$ cat src/rtl/clause_load_scheduler_if.sv
// ---------------------------------------------------------------------------
// clause_load_scheduler_if
// Handshake bundle between the host preload stream, the clause load
// scheduler and the per-engine input buffers.
//
// Signals:
//   host_cla_valid/host_cla/host_cla_ready       host clause stream
//   host_uc_valid/host_uc/host_uc_last/host_uc_ready  host unit-clause stream
//   eng_cla_valid/eng_cla/eng_cla_ready          one-hot clause delivery
//   eng_ptr_valid/eng_ptr                        one-hot tail-pointer strobe
//   eng_uc_valid/eng_uc/eng_uc_ready             unit-clause broadcast
//
// Modports:
//   slave  : the scheduler (consumes host streams, drives engine side)
//   master : the environment (drives host streams, models engine readiness)
// ---------------------------------------------------------------------------
interface clause_load_scheduler_if #(
  parameter int NUM_ENGINE = 4,
  parameter int CLA_LENGTH = 3,
  parameter int LIT_W      = 11,
  parameter int CLQ_DEPTH  = 64,
  parameter int PTR_W      = $clog2(CLQ_DEPTH)
);
  logic                          host_cla_valid;
  logic [CLA_LENGTH*LIT_W-1:0]   host_cla;
  logic                          host_cla_ready;
  logic                          host_uc_valid;
  logic [LIT_W-1:0]              host_uc;
  logic                          host_uc_last;
  logic                          host_uc_ready;
  logic [NUM_ENGINE-1:0]         eng_cla_valid;
  logic [CLA_LENGTH*LIT_W-1:0]   eng_cla;
  logic [NUM_ENGINE-1:0]         eng_cla_ready;
  logic [NUM_ENGINE-1:0]         eng_ptr_valid;
  logic [PTR_W-1:0]              eng_ptr;
  logic                          eng_uc_valid;
  logic [LIT_W-1:0]              eng_uc;
  logic [NUM_ENGINE-1:0]         eng_uc_ready;

  modport slave (
    input  host_cla_valid, host_cla,
    output host_cla_ready,
    input  host_uc_valid, host_uc, host_uc_last,
    output host_uc_ready,
    output eng_cla_valid, eng_cla,
    input  eng_cla_ready,
    output eng_ptr_valid, eng_ptr,
    output eng_uc_valid, eng_uc,
    input  eng_uc_ready
  );

  modport master (
    output host_cla_valid, host_cla,
    input  host_cla_ready,
    output host_uc_valid, host_uc, host_uc_last,
    input  host_uc_ready,
    input  eng_cla_valid, eng_cla,
    output eng_cla_ready,
    input  eng_ptr_valid, eng_ptr,
    input  eng_uc_valid, eng_uc,
    output eng_uc_ready
  );
endinterface

$ cat src/rtl/clause_load_scheduler.sv
// ---------------------------------------------------------------------------
// clause_load_scheduler
// Loads preprocessed CNF data into the per-engine clause queues in three
// phases: clauses dealt round-robin (strict order, no skipping of stalled
// engines), one tail-pointer strobe per engine derived from the fill counts,
// then unit clauses broadcast to every engine simultaneously.
//
// Ports:
//   clock       in   rising-edge clock
//   reset       in   synchronous, active-high reset
//   start       in   begin a load (sampled only while idle)
//   num_clause  in   total clauses of the load, latched on start
//   bus         if   clause_load_scheduler_if.slave (host + engine handshakes)
//   busy        out  high in any state other than idle
//   done        out  one-cycle pulse at load completion
//   error       out  sticky overflow flag, cleared by the next accepted start
//
// Optional build macro:
//   UC_ZERO_FILTER_EN  when defined, a unit clause of literal 0 is accepted
//                      without waiting for the engines and is not forwarded.
// ---------------------------------------------------------------------------
module clause_load_scheduler #(
  parameter int NUM_ENGINE = 4,
  parameter int CLA_LENGTH = 3,
  parameter int LIT_W      = 11,
  parameter int CLQ_DEPTH  = 64,
  parameter int PTR_W      = $clog2(CLQ_DEPTH),
  parameter int CNT_W      = $clog2(NUM_ENGINE*CLQ_DEPTH)+1
) (
  input  logic                  clock,
  input  logic                  reset,
  input  logic                  start,
  input  logic [CNT_W-1:0]      num_clause,
  clause_load_scheduler_if.slave bus,
  output logic                  busy,
  output logic                  done,
  output logic                  error
);

  localparam int IDX_W  = (NUM_ENGINE > 1) ? $clog2(NUM_ENGINE) : 1;
  localparam int FILL_W = PTR_W + 1;  // a full queue holds CLQ_DEPTH entries
  localparam int CLA_W  = CLA_LENGTH * LIT_W;

  localparam logic [IDX_W-1:0]  IDX_LAST = IDX_W'(NUM_ENGINE - 1);
  localparam logic [IDX_W-1:0]  IDX_ONE  = IDX_W'(1);
  localparam logic [FILL_W-1:0] FILL_ONE = FILL_W'(1);
  localparam logic [CNT_W-1:0]  CNT_ONE  = CNT_W'(1);
  localparam logic [CNT_W-1:0]  CNT_MAX  = CNT_W'(NUM_ENGINE * CLQ_DEPTH);

  typedef enum logic [2:0] {
    S_IDLE = 3'd0,
    S_CLA  = 3'd1,
    S_PTR  = 3'd2,
    S_UC   = 3'd3,
    S_DONE = 3'd4
  } state_t;

  state_t              state_r;
  state_t              next_state_s;
  logic [CNT_W-1:0]    num_r;
  logic [CNT_W-1:0]    sent_r;
  logic [IDX_W-1:0]    rr_idx_r;
  logic [IDX_W-1:0]    ptr_idx_r;
  logic [FILL_W-1:0]   fill_r [NUM_ENGINE];
  logic                error_r;

  logic [NUM_ENGINE-1:0] cla_valid_s;
  logic [CLA_W-1:0]      cla_data_s;
  logic                  cla_ready_s;
  logic [NUM_ENGINE-1:0] ptr_valid_s;
  logic [PTR_W-1:0]      ptr_s;
  logic                  uc_valid_s;
  logic [LIT_W-1:0]      uc_data_s;
  logic                  uc_ready_s;
  logic                  busy_s;
  logic                  done_s;
  logic                  cla_xfer_s;
  logic                  cla_last_s;
  logic                  uc_xfer_s;

  assign cla_xfer_s = (state_r == S_CLA) && bus.host_cla_valid && cla_ready_s;
  // sent_r counts completed transfers, so this transfer is the final one
  assign cla_last_s = (sent_r == (num_r - CNT_ONE));
  assign uc_xfer_s  = (state_r == S_UC) && bus.host_uc_valid && uc_ready_s;

  // State register
  always_ff @(posedge clock) begin
    if (reset) begin
      state_r <= S_IDLE;
    end else begin
      state_r <= next_state_s;
    end
  end

  // Next-state logic
  always_comb begin
    next_state_s = state_r;
    case (state_r)
      S_IDLE: begin
        if (start) begin
          if (num_clause > CNT_MAX) begin
            next_state_s = S_DONE;
          end else if (num_clause == '0) begin
            next_state_s = S_PTR;
          end else begin
            next_state_s = S_CLA;
          end
        end else begin
          next_state_s = S_IDLE;
        end
      end
      S_CLA: begin
        if (cla_xfer_s && cla_last_s) begin
          next_state_s = S_PTR;
        end else begin
          next_state_s = S_CLA;
        end
      end
      S_PTR: begin
        if (ptr_idx_r == IDX_LAST) begin
          next_state_s = S_UC;
        end else begin
          next_state_s = S_PTR;
        end
      end
      S_UC: begin
        if (uc_xfer_s && bus.host_uc_last) begin
          next_state_s = S_DONE;
        end else begin
          next_state_s = S_UC;
        end
      end
      S_DONE:  next_state_s = S_IDLE;
      default: next_state_s = S_IDLE;
    endcase
  end

  // Output decode; the clause and UC handshakes pass through combinationally
  always_comb begin
    cla_valid_s = '0;
    cla_data_s  = '0;
    cla_ready_s = 1'b0;
    ptr_valid_s = '0;
    ptr_s       = '0;
    uc_valid_s  = 1'b0;
    uc_data_s   = '0;
    uc_ready_s  = 1'b0;
    busy_s      = 1'b1;
    done_s      = 1'b0;
    case (state_r)
      S_IDLE: begin
        busy_s = 1'b0;
      end
      S_CLA: begin
        cla_data_s            = bus.host_cla;
        cla_valid_s[rr_idx_r] = bus.host_cla_valid;
        cla_ready_s           = bus.eng_cla_ready[rr_idx_r];
      end
      S_PTR: begin
        ptr_valid_s[ptr_idx_r] = 1'b1;
        // Truncation makes a full queue report pointer 0 (wrap)
        ptr_s = fill_r[ptr_idx_r][PTR_W-1:0];
      end
      S_UC: begin
        uc_data_s = bus.host_uc;
`ifdef UC_ZERO_FILTER_EN
        if (bus.host_uc == '0) begin
          uc_valid_s = 1'b0;
          uc_ready_s = 1'b1;
        end else begin
          uc_valid_s = bus.host_uc_valid;
          uc_ready_s = &bus.eng_uc_ready;
        end
`else
        uc_valid_s = bus.host_uc_valid;
        uc_ready_s = &bus.eng_uc_ready;
`endif
      end
      S_DONE: begin
        done_s = 1'b1;
      end
      default: begin
        busy_s = 1'b0;
      end
    endcase
  end

  // Load bookkeeping: clause count, round-robin index, fill counts, error
  always_ff @(posedge clock) begin
    if (reset) begin
      num_r     <= '0;
      sent_r    <= '0;
      rr_idx_r  <= '0;
      ptr_idx_r <= '0;
      error_r   <= 1'b0;
      for (int i = 0; i < NUM_ENGINE; i++) begin
        fill_r[i] <= '0;
      end
    end else begin
      case (state_r)
        S_IDLE: begin
          if (start) begin
            num_r     <= num_clause;
            sent_r    <= '0;
            rr_idx_r  <= '0;
            ptr_idx_r <= '0;
            error_r   <= (num_clause > CNT_MAX);
            for (int i = 0; i < NUM_ENGINE; i++) begin
              fill_r[i] <= '0;
            end
          end
        end
        S_CLA: begin
          if (cla_xfer_s) begin
            fill_r[rr_idx_r] <= fill_r[rr_idx_r] + FILL_ONE;
            rr_idx_r         <= (rr_idx_r == IDX_LAST) ? '0 : (rr_idx_r + IDX_ONE);
            sent_r           <= sent_r + CNT_ONE;
          end
        end
        S_PTR: begin
          ptr_idx_r <= (ptr_idx_r == IDX_LAST) ? '0 : (ptr_idx_r + IDX_ONE);
        end
        default: begin
          num_r <= num_r;
        end
      endcase
    end
  end

  assign bus.eng_cla_valid  = cla_valid_s;
  assign bus.eng_cla        = cla_data_s;
  assign bus.host_cla_ready = cla_ready_s;
  assign bus.eng_ptr_valid  = ptr_valid_s;
  assign bus.eng_ptr        = ptr_s;
  assign bus.eng_uc_valid   = uc_valid_s;
  assign bus.eng_uc         = uc_data_s;
  assign bus.host_uc_ready  = uc_ready_s;
  assign busy               = busy_s;
  assign done               = done_s;
  assign error              = error_r;

endmodule

$ cat src/flat_wrapper.sv
// flat-port wrapper written by rule: the top's interface ports become plain ports
module clause_load_scheduler_flat 
#(
  parameter int NUM_ENGINE = 4,
  parameter int CLA_LENGTH = 3,
  parameter int LIT_W      = 11,
  parameter int CLQ_DEPTH  = 64,
  parameter int PTR_W      = $clog2(CLQ_DEPTH),
  parameter int CNT_W      = $clog2(NUM_ENGINE*CLQ_DEPTH)+1
)
  (clock, reset, start, num_clause, busy, done, error, bus_host_cla_valid, bus_host_cla, bus_host_cla_ready, bus_host_uc_valid, bus_host_uc, bus_host_uc_last, bus_host_uc_ready, bus_eng_cla_valid, bus_eng_cla, bus_eng_cla_ready, bus_eng_ptr_valid, bus_eng_ptr, bus_eng_uc_valid, bus_eng_uc, bus_eng_uc_ready);
  clause_load_scheduler_if #(.NUM_ENGINE(NUM_ENGINE), .CLA_LENGTH(CLA_LENGTH), .LIT_W(LIT_W), .CLQ_DEPTH(CLQ_DEPTH), .PTR_W(PTR_W)) bus_i ();
  input  logic clock;
  input  logic reset;
  input  logic start;
  input  logic [CNT_W-1:0] num_clause;
  output logic busy;
  output logic done;
  output logic error;
  input wire logic [$bits(bus_i.host_cla_valid)-1:0] bus_host_cla_valid;
  input wire logic [$bits(bus_i.host_cla)-1:0] bus_host_cla;
  output wire logic [$bits(bus_i.host_cla_ready)-1:0] bus_host_cla_ready;
  input wire logic [$bits(bus_i.host_uc_valid)-1:0] bus_host_uc_valid;
  input wire logic [$bits(bus_i.host_uc)-1:0] bus_host_uc;
  input wire logic [$bits(bus_i.host_uc_last)-1:0] bus_host_uc_last;
  output wire logic [$bits(bus_i.host_uc_ready)-1:0] bus_host_uc_ready;
  output wire logic [$bits(bus_i.eng_cla_valid)-1:0] bus_eng_cla_valid;
  output wire logic [$bits(bus_i.eng_cla)-1:0] bus_eng_cla;
  input wire logic [$bits(bus_i.eng_cla_ready)-1:0] bus_eng_cla_ready;
  output wire logic [$bits(bus_i.eng_ptr_valid)-1:0] bus_eng_ptr_valid;
  output wire logic [$bits(bus_i.eng_ptr)-1:0] bus_eng_ptr;
  output wire logic [$bits(bus_i.eng_uc_valid)-1:0] bus_eng_uc_valid;
  output wire logic [$bits(bus_i.eng_uc)-1:0] bus_eng_uc;
  input wire logic [$bits(bus_i.eng_uc_ready)-1:0] bus_eng_uc_ready;
  assign bus_i.host_cla_valid = bus_host_cla_valid;
  assign bus_i.host_cla = bus_host_cla;
  assign bus_host_cla_ready = bus_i.host_cla_ready;
  assign bus_i.host_uc_valid = bus_host_uc_valid;
  assign bus_i.host_uc = bus_host_uc;
  assign bus_i.host_uc_last = bus_host_uc_last;
  assign bus_host_uc_ready = bus_i.host_uc_ready;
  assign bus_eng_cla_valid = bus_i.eng_cla_valid;
  assign bus_eng_cla = bus_i.eng_cla;
  assign bus_i.eng_cla_ready = bus_eng_cla_ready;
  assign bus_eng_ptr_valid = bus_i.eng_ptr_valid;
  assign bus_eng_ptr = bus_i.eng_ptr;
  assign bus_eng_uc_valid = bus_i.eng_uc_valid;
  assign bus_eng_uc = bus_i.eng_uc;
  assign bus_i.eng_uc_ready = bus_eng_uc_ready;
  clause_load_scheduler #(.NUM_ENGINE(NUM_ENGINE), .CLA_LENGTH(CLA_LENGTH), .LIT_W(LIT_W), .CLQ_DEPTH(CLQ_DEPTH), .PTR_W(PTR_W), .CNT_W(CNT_W)) u_core (.clock(clock), .reset(reset), .start(start), .num_clause(num_clause), .bus(bus_i), .busy(busy), .done(done), .error(error));
endmodule
$ cat config.mk
export PLATFORM = sky130hd
export DESIGN_NAME = clause_load_scheduler_flat
export DESIGN_NICKNAME = d
export VERILOG_FILES = /design/src/rtl/clause_load_scheduler_if.sv /design/src/rtl/clause_load_scheduler.sv /design/src/flat_wrapper.sv
export SDC_FILE = /design/constraint.sdc
export NUM_CORES = 1
export LEC_CHECK = 0
export BUFFER_PORTS_ARGS = -buffer_cell sky130_fd_sc_hd__buf_4
export CAP_MARGIN = 25
export CORE_MARGIN = 5
export CORE_UTILIZATION = 50
export CTS_CLUSTER_DIAMETER = 60
export DETAILED_ROUTE_END_ITERATION = 6
export PLACE_DENSITY = 0.8
export REMOVE_ABC_BUFFERS = 1
export SLEW_MARGIN = 20
export SYNTH_ARGS = -nofsm -noshare
export SYNTH_HDL_FRONTEND = slang
export SYNTH_SLANG_ARGS = --single-unit
$ cat constraint.sdc
create_clock -name clock -period 3.4 [get_ports clock]
set_clock_uncertainty 0.1 [all_clocks]
set_input_delay 0.68 -clock clock [delete_from_list [all_inputs] [get_ports clock]]
set_output_delay 0.68 -clock clock [all_outputs]
set_load 0.05 [all_outputs]
==> results of run 1 <==
-- final cells by class --
type                    instances  area share
inverters                       8     0.00682
clock inverters                 3     0.00483
repair buffers                133       0.227
flip-flops and latches         54       0.300
well taps                      77      0.0219
clock buffers                   5      0.0156
multi-input cells             269       0.424
-- registers in the layout, summed over array words and instances, names as in the netlist, named ones only --
name,cells
u_core.ptr_idx_r,2
u_core.sent_r,9
u_core.state_r,3
u_core.fill_r,24
u_core.error,1
u_core.num_r,9
u_core.rr_idx_r,2
-- cells in the mapped netlist (all sizes together), types with 2 or more instances --
master / count / area, sq um
a211o: 2 / 17.5
a21oi: 19 / 95.1
a22oi: 2 / 15.0
and2: 64 / 400
and3: 7 / 43.8
and3b: 2 / 17.5
buf: 6 / 37.5
clkbuf: 11 / 41.3
dfxtp: 30 / 601
edfxtp: 24 / 721
ha: 13 / 163
inv: 8 / 30.0
mux4: 13 / 293
nand2: 41 / 154
nand2b: 2 / 12.5
nand3: 9 / 50.1
nand3b: 3 / 22.5
nand4: 3 / 18.8
nor2: 42 / 158
nor3: 3 / 15.0
nor3b: 3 / 22.5
nor4: 2 / 12.5
o21ai: 2 / 10.0
xnor2: 10 / 87.6
xor2: 12 / 105
-- power by group through the flow --
stage,clock (mW),combinational (mW),sequential [mW]
after floorplan,0,0.210,0.744
after global placement,0,0.341,0.750
after detailed placement,0,0.346,0.753
after CTS,0.364,0.348,0.738
after global routing,0.392,0.373,0.742
final,0.357,0.345,0.738
-- worst min-delay path: stages (launching register included) --
cell and delay [ns]:
dfxtp_1 0.32, nand2_1 0.05, a21oi_1 0.05
-- logic make-up after synthesis --
family / Yosys count / synth area share
AND/OR/NAND/NOR: 187 / 0.303
flip-flops: 54 / 0.402
AO/OA/AOI/OAI: 34 / 0.0658
buffers and inverters: 25 / 0.0331
XOR/XNOR: 22 / 0.0586
multiplexers: 13 / 0.0890
adder cells (fa/ha/maj): 13 / 0.0494
-- layer usage --
metal  part of all wire  global-route usage  vias to the layer above
met5                  0                   0                        -
met4             0.0095              0.0550                        0
met3               0.11              0.0587                        6
met2               0.48               0.347                      166
met1               0.40               0.262                     1350
li1                   -                   -                     1432
-- through the flow --
step / hold WS, ns / utilization
after floorplan: 0.342 / -
after global placement: 0.344 / 0.675
after detailed placement: 0.348 / 0.675
after CTS: 0.362 / 0.689
after global routing: 0.391 / 0.689
final: 0.356 / 0.689
-- final timing paths --
kind | from | to | depth (start not counted)
setup / recovery | u_core.state_r[0] | bus_eng_cla[6] | 4
hold / removal | u_core.error | u_core.error | 2
setup reg to reg | register | u_core.fill_r[2][4] | 5
hold reg to reg | u_core.error | u_core.error | 2
==> results.txt, run 1 <==
run status: finished clean
sequential power share: 0.513
Filler cells: 525
clk_lat worst skew: 0.31 ns
Worst R2R Setup Slack: 0.98 ns
pwr dens: 327 nW/um^2
Synth Flop Type: dfxtp_1
Comb pwr share: 0.240
DIE AREA: 8300 sq um
drt wl/cell: 15.9 um
Mapped Cells: 348
CTS tree: yes
share of cells above drive strength 1: 0.337
GRT overflow: 0
crit path max fanout: 38
H-tree levels: 2
Slew @ Worst Pin: 0.513 ns
final net count: 551
GP Congestion: 0.903
first-pass GRT wire length: 14,100 um
Synth Cell Area: 3290 sq um
I/O Buffers: 130
CP required: 2.62 ns
Die Span Y: 91.1 um
Max-cap violations: 0
pre-CTS setup slack: 0.901 ns
setup slack after layout: 0.814 ns
total power: 1.44 mW
GRT Overall Usage: 0.207
Yosys Warn Count: 0
Total Routed Length: 8730 um
maximum operating frequency: 387 MHz
largest net degree at the start of global routing: 39
WS Path Type: register to output port
Hold Vio Cnt, Final: 0
Max-slew headroom: 0.655
commonest non-fill, non-tap cell in the layout: buf_4
core area: 6390 sq um
Bufs and invs on worst path: 2
CP arrival: 1.81 ns
fin crit period: 2.59 ns
crit path capture type: output port
clk sink count: 54
post-CTS setup buffers: 0
Synth Register Bits: 54
Vias: 2,954
Post-Syn Area per Cell: 9.46 sq um
crit-path cells: nor3b_2, buf_4, and2_1, buf_4
EDFF count, synth: 24
vias per inst: 5.38
antenna violations before repair: 0
Non-Filler Instances: 549
DP Area: 4310 sq um
Final period util: 0.761
vias in the first global route: 2,959
setup_tns: 0 ns
distinct cell type count after synthesis: 44
Final setup viols: 0
Multi-input gate area: 1870 sq um
NetSw: 438 uW
critical path's slowest cell: dfxtp_1
peak supply drop: 0.188 mV
internal power: 1.00 mW
DP HPWL: 7180 um
CTS Root Cell: clkbuf_8
total CTS buffers: 5
post-cts resize count: 0
Die Wd: 91.1 um
RSZ-0062 raised after global routing: false
Seq/Total Area, Yosys: 0.402
ys async rst share: 0
1st-pass router iterations: 4
IO Count: 131
cts hold-fix bufs: 0
clock transition at the registers of the reported paths: 0.09 ns
Area Growth Syn to Fin: 33.8%
most frequent cells in the layout: buf_4, and2_1, nor2_1
Slowest Stage Delay on Critical Path: 0.52 ns
sw frac: 0.304
Residual DRC: 0
Hold Crit Class: register to register
Antenna Nets Post-Route: 0
Max Slew Vio Count: 0
row cnt: 29
Crit path top cell by count: buf_4
P_leak: 1.96 nW
Design Area, Final: 4400 sq um
Critical Path Source Type: register
clock power share: 0.248
family with the most delay on the worst path: flip-flops
DR iter-0 viols: 245
Seq. cell area: 1320 sq um
CTS max path bufs: 2
Antenna diodes: 0
Initial Util: 0.515
placed cells: 541
(Power assumes the default switching activity.)
==> run 2: changes to the inputs <==
Settings changed: CORE_UTILIZATION 50 to 49, PLACE_DENSITY 0.8 to 0.79.
Clock period 3.4 ns to 2.4 ns, I/O delays scaled along.
==> run 2 against run 1 <==
First-iteration DRC count decreased by 27%. Highest routed layer unchanged. Via count increased by 1.3%. Die area increased by 1.8%. Critical path depth unchanged. Combinational power increased by 46%. Clock power increased by 41%. Core utilization increased by 0.35 points. Largest power group unchanged. Register-to-register slack got worse by 0.86 ns. Critical path type unchanged.
==> results.txt, run 2 (synthesis gave the netlist of run 1 again) <==
run status: finished clean (unchanged)
Total Routed Length: 8600 um (was 8730 um)
Hold Vio Cnt, Final: 0 (unchanged)
H-tree levels: 2 (unchanged)
vias in the first global route: 2,970 (was 2,959)
internal power: 1.43 mW (was 1.00 mW)
crit-path cells: nor3b_2, buf_12, and2_1, buf_4 (was nor3b_2, buf_4, and2_1, buf_4)
DR iter-0 viols: 179 (was 245)
clock transition at the registers of the reported paths: 0.09 ns (about the same)
Non-Filler Instances: 555 (was 549)
P_leak: 2.00 nW (was 1.96 nW)
1st-pass router iterations: 4 (unchanged)
Die Span Y: 92.0 um (was 91.1 um)
GP Congestion: 0.910 (was 0.903)
first-pass GRT wire length: 14,000 um (was 14,100 um)
R2R Path End: u_core.fill_r[1][2] (was u_core.fill_r[2][4])
commonest non-fill, non-tap cell in the layout: buf_4 (unchanged)
placed cells: 547 (was 541)
fin crit period: 2.28 ns
setup_tns: 0 ns (unchanged)
maximum operating frequency: 438 MHz
core area: 6460 sq um (was 6390 sq um)
I/O Buffers: 130 (unchanged)
crit path capture type: output port (unchanged)
HP Start: num_clause[4] (was u_core.error)
crit path max fanout: 38 (unchanged)
Max-slew headroom: 0.674 (was 0.655)
CP required: 1.82 ns (was 2.62 ns)
Die Wd: 92.0 um (was 91.1 um)
DIE AREA: 8450 sq um (was 8300 sq um)
Worst Setup SP: u_core.state_r[0] (unchanged)
Max-cap violations: 0 (unchanged)
share of cells above drive strength 1: 0.356 (was 0.337)
Final period util: 0.951
Worst R2R Setup Slack: 0.12 ns (was 0.98 ns)
RSZ-0062 raised after global routing: false (unchanged)
Bufs and invs on worst path: 2 (unchanged)
fin util: 0.693 (was 0.689)
Antenna diodes: 0 (unchanged)
CTS tree: yes (unchanged)
max reg flops: 24 (unchanged)
most frequent cells in the layout: buf_4, and2_1, nor2_1 (unchanged)
family with the most delay on the worst path: flip-flops (unchanged)
Max Slew Vio Count: 0 (unchanged)
pwr dens: 459 nW/um^2 (was 327 nW/um^2)
DP HPWL: 7060 um (was 7180 um)
row cnt: 29 (unchanged)
clk_lat worst skew: 0.31 ns (about the same)
vias per inst: 5.39 (was 5.38)
final net count: 557 (was 551)
Slew @ Worst Pin: 0.486 ns (was 0.513 ns)
largest net degree at the start of global routing: 39 (unchanged)
peak supply drop: 0.241 mV (was 0.188 mV)
Area Growth Syn to Fin: 36.0% (was 33.8%)
reg2reg path depth: 4 (was 5)
drt wl/cell: 15.5 um (was 15.9 um)
Antenna Nets Post-Route: 0 (unchanged)
critical path's slowest cell: dfxtp_1 (unchanged)
sequential power share: 0.508 (was 0.513)
Initial Util: 0.509 (was 0.515)
hold path depth: 3 (was 2)
antenna violations before repair: 0 (unchanged)
Comb pwr share: 0.246 (was 0.240)
Biggest register: u_core.fill_r (unchanged)
total power: 2.05 mW (was 1.44 mW)
Critical Path Source Type: register (unchanged)
sw frac: 0.303 (was 0.304)
clk sink count: 54 (unchanged)
Residual DRC: 0 (unchanged)
Hold Crit Class: input pin to register (was register to register)
WP depth: 4 (unchanged)
clock power share: 0.245 (was 0.248)
GRT Overall Usage: 0.204 (was 0.207)
Setup crit end: bus_host_cla_ready (was bus_eng_cla[6])
GRT overflow: 0 (unchanged)
CTS Root Cell: clkbuf_8 (unchanged)
CP arrival: 1.70 ns (was 1.81 ns)
Largest regs: u_core.fill_r x24, u_core.num_r x9, u_core.sent_r x9 (unchanged)
WS Path Type: register to output port (unchanged)
Final setup viols: 0 (unchanged)
post-CTS setup buffers: 0 (unchanged)
Slowest Stage Delay on Critical Path: 0.53 ns (was 0.52 ns)
IO Count: 131 (unchanged)
CTS max path bufs: 2 (unchanged)
total CTS buffers: 5 (unchanged)
Vias: 2,993 (was 2,954)
NetSw: 621 uW (was 438 uW)
==> run 2: changes by cell type in the layout (fill, tap and decap cells not counted) <==
cell	change
buf_12	+1
clkinv_1	-1
clkinvlp_4	+1
nor3b_2	+1
dfxtp_2	+2
clkinv_2	+1
buf_4	+5
xor2_1	-1
nor3b_1	-1
xor2_2	+1
dfxtp_1	-2
clkinv_4	-1
==> run 2: cell type report <==
class | instances | area, sq um
fillers | 508 | 1980
well taps | 77 | 96.3
clock inverters | 3 | 21.3
inverters | 8 | 30.0
repair buffers | 139 | 1060
multi-input cells | 269 | 1880
flip-flops and latches | 54 | 1320
clock buffers | 5 | 68.8
==> run 2: metal layers <==
metal	track usage	wire (um)
met1	0.259	3380
met3	0.0565	1080
met4	0.0681	132
met5	0	0
met2	0.338	4000
==> run 2: how the worst min path moves through the flow <==
stage / slack, ns / end
final: 0.32 / u_core.num_r[4]
after global routing: 0.32 / u_core.num_r[7]
after CTS: 0.32 / u_core.num_r[5]
after detailed placement: 0.35 / u_core.error
after global placement: 0.34 / u_core.error
after floorplan: 0.34 / u_core.num_r[8]
==> run 2: worst register-to-register path: stages (launching register included) <==
cell,delay [ns]
dfxtp_1,0.49
mux4_2,0.65
ha_1,0.27
xnor2_1,0.44
nor2_1,0.08
==> run 2: power groups by stage <==
stage	clock, mW	sequential (mW)	combinational (mW)
6_report	0.503	1.04	0.505
5_1_grt	0.554	1.05	0.545
4_1_cts	0.510	1.04	0.505
3_5_place_dp	0	1.06	0.503
3_3_place_gp	0	1.06	0.496
2_1_floorplan	0	1.05	0.298
==> run 2: timing repair <==
item,in CTS,in global routing
setup endpoints to repair,0,13
hold buffers,0,0
endpoints found under the hold margin,0,0
resized for setup,0,4
==> run 2: per-stage QoR <==
stage,instance area (sq um),setup WS [ns],hold WS [ns]
after CTS,4460,0.0322,0.320
after detailed placement,4370,0.107,0.351
after global placement,4370,0.165,0.344
final,4470,0.118,0.323
after global routing,4470,0.0151,0.323
after floorplan,3210,-0.690,0.342
